### config.mk
export PLATFORM = sky130hd
export DESIGN_NAME = ni_output_arbiter
export DESIGN_NICKNAME = d
export VERILOG_FILES = /design/src/rtl/ni_output_arbiter_pkg.sv /design/src/rtl/ni_output_arbiter_credit.sv /design/src/rtl/ni_output_arbiter.sv
export SDC_FILE = /design/constraint.sdc
export NUM_CORES = 1
export LEC_CHECK = 0
export BUFFER_PORTS_ARGS = -buffer_cell sky130_fd_sc_hd__buf_2
export CAP_MARGIN = 20
export CORE_MARGIN = 1
export CORE_UTILIZATION = 44
export CTS_BUF_LIST = sky130_fd_sc_hd__clkbuf_16
export DETAILED_ROUTE_END_ITERATION = 12
export GPL_TIMING_DRIVEN = 0
export PLACE_DENSITY_LB_ADDON = 0.15
export SYNTH_ARGS = -nofsm -noshare
export SYNTH_HDL_FRONTEND = slang
export SYNTH_SLANG_ARGS = --single-unit
### constraint.sdc
create_clock -name clk -period 3.9 [get_ports clk]
set_input_delay 0.78 -clock clk [delete_from_list [all_inputs] [get_ports clk]]
set_output_delay 0.78 -clock clk [all_outputs]
set_load 0.02 [all_outputs]
### src/rtl/ni_output_arbiter_pkg.sv
// Shared router/NI constants for the PE network-interface output arbiter:
// flit info codes, widths, credit defaults and requester indices.
package ni_output_arbiter_pkg;

   localparam int unsigned ROUTER_WIDTH      = 36;
   localparam int unsigned ROUTER_ADDR_WIDTH = 16;
   localparam int unsigned TOT_FIFO_DEPTH    = 8;
   localparam int unsigned CREDIT_CNT_WIDTH  = 4;

   typedef enum logic [3:0] {
      ROUTER_INFO_BROADCAST     = 4'h1,
      ROUTER_INFO_FIN_BROADCAST = 4'h2,
      ROUTER_INFO_UV            = 4'h3,
      ROUTER_INFO_FIN_COMP      = 4'h4,
      ROUTER_INFO_READ          = 4'h5
   } router_info_e;

   typedef enum logic [1:0] {
      ARB_ACT  = 2'd0,
      ARB_PSUM = 2'd1,
      ARB_FIN  = 2'd2,
      ARB_RD   = 2'd3
   } arb_sel_e;

endpackage

### src/rtl/ni_output_arbiter_credit.sv
// ni_credit_counter: saturating downstream credit counter with a sticky
// overflow flag; rdy means at least one credit is available.
module ni_credit_counter #(
   parameter int unsigned DEPTH = 8,
   parameter int unsigned CNT_W = 4
) (
   input  logic             clk,
   input  logic             rst,
   input  logic             inc,
   input  logic             dec,
   output logic [CNT_W-1:0] count,
   output logic             rdy,
   output logic             err
);

   logic [CNT_W-1:0] count_q, count_d;
   logic             err_q, err_d;

   always_comb begin
      count_d = count_q;
      err_d   = err_q;
      unique case ({inc, dec})
         2'b10: begin
            // A return with the buffer already fully credited is a protocol error.
            if (count_q == CNT_W'(DEPTH)) err_d = 1'b1;
            else                          count_d = count_q + CNT_W'(1);
         end
         2'b01:   count_d = count_q - CNT_W'(1);
         default: ;
      endcase
   end

   always_ff @(posedge clk or negedge rst) begin
      if (!rst) begin
         count_q <= CNT_W'(DEPTH);
         err_q   <= 1'b0;
      end else begin
         count_q <= count_d;
         err_q   <= err_d;
      end
   end

   assign count = count_q;
   assign rdy   = (count_q != '0);
   assign err   = err_q;

endmodule

### src/rtl/ni_output_arbiter.sv
// Credit-aware NI output scheduler: act/psum/FIN_COMP/read onto one flit register.
// Define NI_ARB_RR_EN for round-robin among psum, FIN_COMP and read.
module ni_output_arbiter #(
   parameter int unsigned CREDIT_DEPTH     = ni_output_arbiter_pkg::TOT_FIFO_DEPTH,
   parameter int unsigned CREDIT_CNT_WIDTH = ni_output_arbiter_pkg::CREDIT_CNT_WIDTH,
   parameter int unsigned ADDR_WIDTH       = ni_output_arbiter_pkg::ROUTER_ADDR_WIDTH,
   parameter int unsigned DATA_WIDTH       = 16
) (
   input  logic                        clk,
   input  logic                        rst,
   input  logic [5:0]                  PE_IDX,
   input  logic                        act_req,
   output logic                        act_gnt,
   input  logic [ADDR_WIDTH-1:0]       act_addr,
   input  logic [DATA_WIDTH-1:0]       act_data,
   input  logic                        psum_req,
   output logic                        psum_gnt,
   input  logic [ADDR_WIDTH-1:0]       psum_addr,
   input  logic [DATA_WIDTH-1:0]       psum_data,
   input  logic                        fin_req,
   input  logic                        rd_req,
   output logic                        rd_gnt,
   input  logic [5:0]                  rd_addr,
   input  logic [DATA_WIDTH-1:0]       rd_data,
   input  logic                        downstream_credit,
   output logic                        out_data_valid,
   output logic [35:0]                 out_data,
   output logic [CREDIT_CNT_WIDTH-1:0] credit_count,
   output logic                        fin_pending,
   output logic                        credit_err
);

   import ni_output_arbiter_pkg::*;

   logic        credit_rdy;
   logic        fin_gnt;
   logic        fin_elig;
   logic        any_gnt;
   logic        fin_pending_q, fin_pending_d;
   logic        out_valid_q, out_valid_d;
   logic [35:0] out_data_q, out_data_d;
   router_info_e act_info;

`ifdef NI_ARB_RR_EN
   arb_sel_e rr_ptr_q, rr_ptr_d;
`endif

   ni_credit_counter #(
      .DEPTH (CREDIT_DEPTH),
      .CNT_W (CREDIT_CNT_WIDTH)
   ) u_credit (
      .clk   (clk),
      .rst   (rst),
      .inc   (downstream_credit),
      .dec   (any_gnt),
      .count (credit_count),
      .rdy   (credit_rdy),
      .err   (credit_err)
   );

   // FIN_COMP must never overtake a partial-sum packet still being requested.
   assign fin_elig = fin_pending_q & ~psum_req;

   always_comb begin
      act_gnt  = 1'b0;
      psum_gnt = 1'b0;
      fin_gnt  = 1'b0;
      rd_gnt   = 1'b0;
      if (credit_rdy) begin
         if (act_req) begin
            act_gnt = 1'b1;
         end else begin
`ifdef NI_ARB_RR_EN
            // Search order starts at the pointer; ARB_ACT (reset) behaves as ARB_PSUM.
            unique case (rr_ptr_q)
               ARB_FIN: begin
                  if (fin_elig)      fin_gnt  = 1'b1;
                  else if (rd_req)   rd_gnt   = 1'b1;
                  else if (psum_req) psum_gnt = 1'b1;
               end
               ARB_RD: begin
                  if (rd_req)        rd_gnt   = 1'b1;
                  else if (psum_req) psum_gnt = 1'b1;
                  else if (fin_elig) fin_gnt  = 1'b1;
               end
               default: begin
                  if (psum_req)      psum_gnt = 1'b1;
                  else if (fin_elig) fin_gnt  = 1'b1;
                  else if (rd_req)   rd_gnt   = 1'b1;
               end
            endcase
`else
            if (psum_req)      psum_gnt = 1'b1;
            else if (fin_elig) fin_gnt  = 1'b1;
            else if (rd_req)   rd_gnt   = 1'b1;
`endif
         end
      end
   end

   assign any_gnt = act_gnt | psum_gnt | fin_gnt | rd_gnt;

`ifdef NI_ARB_RR_EN
   always_comb begin
      rr_ptr_d = rr_ptr_q;
      if (psum_gnt)     rr_ptr_d = ARB_FIN;
      else if (fin_gnt) rr_ptr_d = ARB_RD;
      else if (rd_gnt)  rr_ptr_d = ARB_PSUM;
   end

   always_ff @(posedge clk or negedge rst) begin
      if (!rst) rr_ptr_q <= ARB_ACT;
      else      rr_ptr_q <= rr_ptr_d;
   end
`endif

   // A repeated fin_req while one is queued, including in its grant cycle, merges.
   always_comb begin
      if (fin_pending_q) fin_pending_d = ~fin_gnt;
      else               fin_pending_d = fin_req;
   end

   always_comb begin
      act_info    = act_addr[ADDR_WIDTH-1] ? ROUTER_INFO_FIN_BROADCAST : ROUTER_INFO_BROADCAST;
      out_valid_d = any_gnt;
      out_data_d  = '0;
      if (act_gnt)       out_data_d = {act_info, act_addr, act_data};
      else if (psum_gnt) out_data_d = {ROUTER_INFO_UV, psum_addr, psum_data};
      else if (fin_gnt)  out_data_d = {ROUTER_INFO_FIN_COMP, 16'h0000, 10'b0, PE_IDX};
      else if (rd_gnt)   out_data_d = {ROUTER_INFO_READ, 4'b0, rd_addr, PE_IDX, rd_data};
   end

   always_ff @(posedge clk or negedge rst) begin
      if (!rst) begin
         fin_pending_q <= 1'b0;
         out_valid_q   <= 1'b0;
         out_data_q    <= '0;
      end else begin
         fin_pending_q <= fin_pending_d;
         out_valid_q   <= out_valid_d;
         out_data_q    <= out_data_d;
      end
   end

   assign fin_pending    = fin_pending_q;
   assign out_data_valid = out_valid_q;
   assign out_data       = out_data_q;

endmodule
==> key figures, run 1 <==
Synthesis
  • Distinct cells, synth: 36
  • Register area share after synthesis: 51.2%
  • Post-synth EDFFs: 0
  • Syn Nets: 307
  • Async SR Flop Fraction: 100%
  • Post-synthesis register bit count: 42
  • Post-synth top flop: dfrtp_1
  • Synthesized area: 0.00206 mm^2
  • Yosys warns: 0
  • Syn avg cell area: 9.94 um^2
  • Post-Syn Instances: 207

Placement
  • Post-DP HPWL: 4840 um
  • Routability cong.: 0.799
  • Port Buffers: 142
  • Placed insts: 401

Finish
  • Nets: 456
  • Commonest non-fill, non-tap cell in the layout: buf_2
  • Filler cells: 374
  • Post-synthesis to final-layout area growth: 45.6%
  • Diodes inserted: 0
  • Most frequent cells in the layout: 149 x buf_2, 41 x dfrtp_1, 30 x nor2_1, 29 x o21ai_0, 29 x a221oi_1
  • Layout Cells excl Fill: 409
  • Layout cells sized above 1: 46.8%

Run
  • Max Cap Viol: 0

Worst setup path
  • Worst R2R End: u_credit.count[2]
  • Startpoint Class: input port
  • R2R Setup Slk: 1.74 ns
  • FF-to-FF Start: u_credit.count[3]
  • Required time of the critical path: 3.12 ns
  • Crit end category: output pin
  • Critical path arrival: 1.95 ns
  • Cells on worst reg2reg path: 9
  • Critical path type: input port to output pin
  • Crit Path Max Fanout: 10

Timing
  • Unrepaired setup endpoints after global routing: no
  • Sum Neg Setup Slack: 0 ns
  • Worst Skew: 0.00329 ns
  • Maximum clock rate: 366 MHz
  • Slew Limit Fails: 0
  • Fin crit share: 70.1%
  • Final Hold Viols: 0
  • Worst slew margin: 37.6%
  • Post-route minimum period: 2.73 ns
  • Setup violators final: 0
  • Worst-margin pin slew: 0.936 ns

GRT
  • Largest net degree at the start of global routing: 43
  • Gr usage total: 27.1%
  • First-pass GRT wire length: 10500 um
  • Antenna violations before repair: 0
  • Overflow after GRT: 0
  • Vias in the first global route: 2303

Drt
  • Vias post-DR: 2247
  • Iter 0 DRT Violations: 139
  • 1st-pass router iterations: 4
  • Final WL: 6370 um
  • Post-route ant nets: 0
  • Remaining DRCs: 0
  • Vias per std cell: 5.49
  • Wire per inst: 15.6 um

CTS
  • CTS root buffer: clkbuf_16
  • H-tree depth: 2
  • Latest clock arrival within the worst-skew pair: 0.28 ns
  • Clk buf depth: 2
  • TritonCTS buffer count: 5
  • Worst-path clk slew: 0.06 ns
  • CTS tree: yes
  • Post-CTS Resized: 0
  • Hold buffers post-CTS: 0
  • Post-CTS setup buffers: 0
  • Clk sinks: 42

Power and ir drop
  • P_sw: 0.660 mW
  • Sequential power share: 34.6%
  • Switching fraction of total power: 37.1%
  • Logic pwr share: 39.8%
  • Pint: 1.12 mW
  • P_leak: 1.54 nW
  • Maximum vdd drop: 0.000283 V
  • Power, Total: 1.78 mW
  • Clock Power Share: 25.5%
  • PD cells: 594 mW/mm^2

Floorplan
  • Initial core utilization: 46.6%
  • FP Rows: 24
  • Core Area: 0.00441 mm^2
  • Die width: 70.4 um
  • IO Count: 145
  • DIE AREA: 0.00495 mm^2
  • Die height: 70.4 um

Hold path
  • Worst Hold Depth: 1
  • Hold Path Class: flip-flop to flip-flop
  • Hold_sp: u_credit.err
  • Worst hold endpoint: u_credit.err

Status
  • Status: finished clean
-- metal layers --
layer  track usage [%]  wire [um]  vias up  share of wire [%]
met1              33.1       2610     1064                 41
met2              45.6       3150      101                 49
met4              11.3        173        0                2.7
met5                 0          0        -                  0
met3              6.20        434       16                6.8
li1                  -          -     1066                  -
-- cells in the mapped netlist (3+ instances only) --
library cell	n	area, um^2
nor3b_1	6	45.0
a22oi_1	3	22.5
nand2_1	8	30.0
nor2_1	30	113
dfrtp_1	41	1030
a221oi_1	29	254
o21ai_0	29	145
clkbuf_1	7	26.3
a21oi_1	10	50.1
buf_2	7	35.0
-- worst max path at each step --
stage	from	endpoint	cells after the start
after floorplan	act_req	rd_gnt	3
after global placement	act_req	rd_gnt	5
after detailed placement	psum_req	psum_gnt	6
after CTS	psum_req	psum_gnt	6
after global routing	psum_req	psum_gnt	6
final	act_req	rd_gnt	5
-- flip-flops by register name (all words and copies together) (netlist names) --
signal          count
u_credit.err        1
fin_pending         1
out_data_valid      1
out_data           35
u_credit.count      4
-- per-stage QoR --
step                worst slack, ns  area (um^2)  hold slack (ns)  util (%)
floorplan                      1.26         2060            0.484         -
global placement               1.17         2830            0.459      64.2
detailed placement             1.16         2830            0.467      64.2
CTS                            1.16         3000            0.480      67.9
global route                   1.00         3000            0.508      67.9
finish                         1.17         3000            0.472      67.9
-- cell families (layout without fill, tap and decap cells) --
family	Yosys count	count (layout)	synth area share [%]
xor+xnor	3	3	1.28
mux	2	2	0.973
buf+inv	23	173	5.78
flops	42	42	51.2
simple gates	59	59	14.7
fa+ha+maj	1	1	0.608
compound gates	76	76	25.4
other cells	1	1	0.182
-- cell type report --
type                       instances  area, um^2  share of cell area (%)
clock inverter                     3        37.5                    1.25
sequential                        42        1050                    35.1
clock buffer                       5         125                    4.18
timing repair buffer             142         711                    23.7
buffer                            21         111                    3.72
inverter                           2        7.51                   0.251
tap                               52        65.1                    2.17
multi-input combinational        142         886                    29.6
-- power by group through the flow --
stage                     combinational [mW]  sequential, mW  clock (mW)
final                                  0.709           0.617       0.454
after detailed placement               0.710           0.623           0
after global routing                   0.783           0.628       0.482
after floorplan                        0.288           0.779           0
after global placement                 0.692           0.620           0
after CTS                              0.712           0.616       0.462
-- worst max-delay path, cell delays in order --
cell	delay [ns]
buf_2	0.14
buf_2	0.20
buf_1	0.24
nor4_1	0.36
buf_2	0.23
Power figures use the tool's default switching activity.
==> run 2: changes to the inputs <==
CORE_UTILIZATION = 37   (was 44)
clock period = 2.3 ns   (was 3.9 ns; I/O delays follow)
==> key figures, run 2 (synthesized netlist as in run 1, its figures left out) <==
Status
  • Status: finished clean (unchanged)

Finish
  • Max reg flops: 35 (unchanged)
  • Commonest non-fill, non-tap cell in the layout: buf_2 (unchanged)
  • Most frequent cells in the layout: 149 x buf_2, 41 x dfrtp_1, 30 x nor2_1, 29 x o21ai_0, 29 x a221oi_1 (unchanged)
  • Layout cells sized above 1: 47.1% (was 46.8%)
  • Diodes inserted: 0 (unchanged)
  • Filler cells: 512 (was 374)
  • Layout Cells excl Fill: 427 (was 409)
  • Post-synthesis to final-layout area growth: 45.8% (was 45.6%)
  • Nets: 456 (unchanged)

CTS
  • Clk buf depth: 2 (unchanged)
  • Clk sinks: 42 (unchanged)
  • TritonCTS buffer count: 5 (unchanged)
  • CTS tree: yes (unchanged)
  • Worst-path clk slew: 0.06 ns (about the same)
  • H-tree depth: 2 (unchanged)
  • CTS root buffer: clkbuf_16 (unchanged)
  • Latest clock arrival within the worst-skew pair: 0.28 ns (about the same)
  • Post-CTS setup buffers: 0 (unchanged)

Drt
  • Max Used Layer: met4 (unchanged)
  • Wire per inst: 14.9 um (was 15.6 um)
  • Iter 0 DRT Violations: 113 (was 139)
  • 1st-pass router iterations: 4 (unchanged)
  • Vias post-DR: 2219 (was 2247)
  • Post-route ant nets: 0 (unchanged)
  • Remaining DRCs: 0 (unchanged)
  • Final WL: 6360 um (was 6370 um)
  • WL met3: 465 um (was 434 um)
  • WL met1: 2690 um (was 2610 um)
  • Met2 wire length: 3090 um (was 3150 um)
  • Vias per std cell: 5.20 (was 5.49)

Hold path
  • Hold Path Class: input port to async pin (was flip-flop to flip-flop)

GRT
  • First-pass GRT wire length: 10300 um (was 10500 um)
  • Gr usage total: 22.5% (was 27.1%)
  • Overflow after GRT: 0 (unchanged)
  • Antenna violations before repair: 0 (unchanged)
  • Vias in the first global route: 2132 (was 2303)
  • Largest net degree at the start of global routing: 43 (unchanged)

Worst setup path
  • Startpoint Class: flip-flop (was input port)
  • Critical-path cell list: nor4_2 -> buf_2 -> or4_1 -> nand2_1 -> ha_1 -> nand2_1 -> a21oi_1 -> mux2i_1 -> xnor2_1 (was buf_2 -> buf_2 -> buf_1 -> nor4_1 -> buf_2)
  • Required time of the critical path: 2.46 ns (was 3.12 ns)
  • Crit end category: flip-flop (was output pin)
  • Worst R2R End: u_credit.count[2] (unchanged)
  • Worst-path cell with the longest stage delay: dfstp_2 (was nor4_1)
  • Max incr delay on CP: 0.61 ns (was 0.36 ns)
  • Critical path type: flip-flop to flip-flop (was input port to output pin)
  • Worst Setup SP: u_credit.count[3] (was act_req)
  • Critical path arrival: 2.28 ns (was 1.95 ns)
  • Most Frequent Cell on Critical Path: nand2_1 (was buf_2)
  • Cells on worst reg2reg path: 9 (unchanged)
  • R2R Setup Slk: 0.18 ns (was 1.74 ns)
  • FF-to-FF Start: u_credit.count[3] (unchanged)
  • Crit Path Max Fanout: 10 (unchanged)

Floorplan
  • Die height: 76.6 um (was 70.4 um)
  • Die width: 76.6 um (was 70.4 um)
  • DIE AREA: 0.00586 mm^2 (was 0.00495 mm^2)
  • IO Count: 145 (unchanged)
  • Core Area: 0.00524 mm^2 (was 0.00441 mm^2)
  • Initial core utilization: 39.3% (was 46.6%)
  • FP Rows: 26 (was 24)

Placement
  • Post-DP HPWL: 4820 um (was 4840 um)
  • Port Buffers: 142 (unchanged)
  • Routability cong.: 0.802 (was 0.799)
  • Setup WS pre-CTS: 0.171 ns (was 1.16 ns)
  • Placed insts: 419 (was 401)

Power and ir drop
  • PD cells: 971 mW/mm^2 (was 594 mW/mm^2)
  • Maximum vdd drop: 0.000359 V (was 0.000283 V)
  • P_leak: 1.53 nW (was 1.54 nW)

Timing
  • Tightest hold margin: 0.318 ns (was 0.472 ns)
  • Worst Skew: 0.00177 ns (was 0.00329 ns)
  • Final Hold Viols: 0 (unchanged)
  • Setup violators final: 0 (unchanged)
  • Maximum clock rate: 471 MHz
  • Slew Limit Fails: 0 (unchanged)
  • Sum Neg Setup Slack: 0 ns (unchanged)
  • Worst-margin pin slew: 0.953 ns (was 0.936 ns)
  • Fin crit share: 92.3%
  • Unrepaired setup endpoints after global routing: no (unchanged)
  • Post-route minimum period: 2.12 ns
  • Worst slew margin: 36.5% (was 37.6%)
  • Final WS setup: 0.177 ns (was 1.17 ns)

Run
  • Max Cap Viol: 0 (unchanged)
==> run 2: cell type report <==
class	count	area (um^2)	area share, %
plain buffers	21	111	3.71
repair buffers	142	711	23.7
flip-flops and latches	42	1050	35.1
well taps	70	87.6	2.92
clock inverters	3	12.5	0.417
inverters	2	7.51	0.250
multi-input cells	142	892	29.7
clock buffers	5	125	4.17
==> run 2: repair_timing <==
| action | in CTS | in global routing |
|---|---|---|
| gates resized for setup | 0 | 1 |
| setup endpoints to repair | 0 | 1 |
| hold buffers | 0 | 0 |
==> run 2: per-layer routing <==
metal	vias up	global-route usage (%)
met3	11	4.79
met4	0	8.08
met1	1040	27.2
li1	1065	-
met2	103	39.2
met5	-	0
==> run 2: worst max path at each step <==
stage,end,slack [ns]
after floorplan,u_credit.count[2],0.25
after global placement,psum_gnt,0.20
after detailed placement,u_credit.count[2],0.17
after CTS,rd_gnt,0.1
after global routing,psum_gnt,0.03
final,u_credit.count[2],0.18
==> run 2: critical path: cells and delay by family, from the launching register on <==
family                   cells  cell delay (ns)
AO/OA/AOI/OAI                1             0.13
XOR/XNOR                     1             0.13
adder cells (fa/ha/maj)      1             0.17
buffers and inverters        1             0.19
flip-flops                   1             0.61
multiplexers                 1             0.10
AND/OR/NAND/NOR              4             0.66
==> run 2: metrics by stage <==
stage	area (um^2)	total power, mW	utilization, %
2_1_floorplan	2060	1.81	-
6_report	3000	2.91	57.3
5_1_grt	3000	3.10	57.3
4_1_cts	2990	2.92	57.1
3_5_place_dp	2860	2.26	54.5
3_3_place_gp	2860	2.24	54.5
==> run 2: power by group <==
part	internal [mW]	total [mW]	leakage [nW]	switching, mW
clock network	0.392	0.668	0.0724	0.276
logic	0.453	1.21	0.952	0.753
registers	0.944	1.04	0.507	0.0948
total	1.79	2.91	1.53	1.12
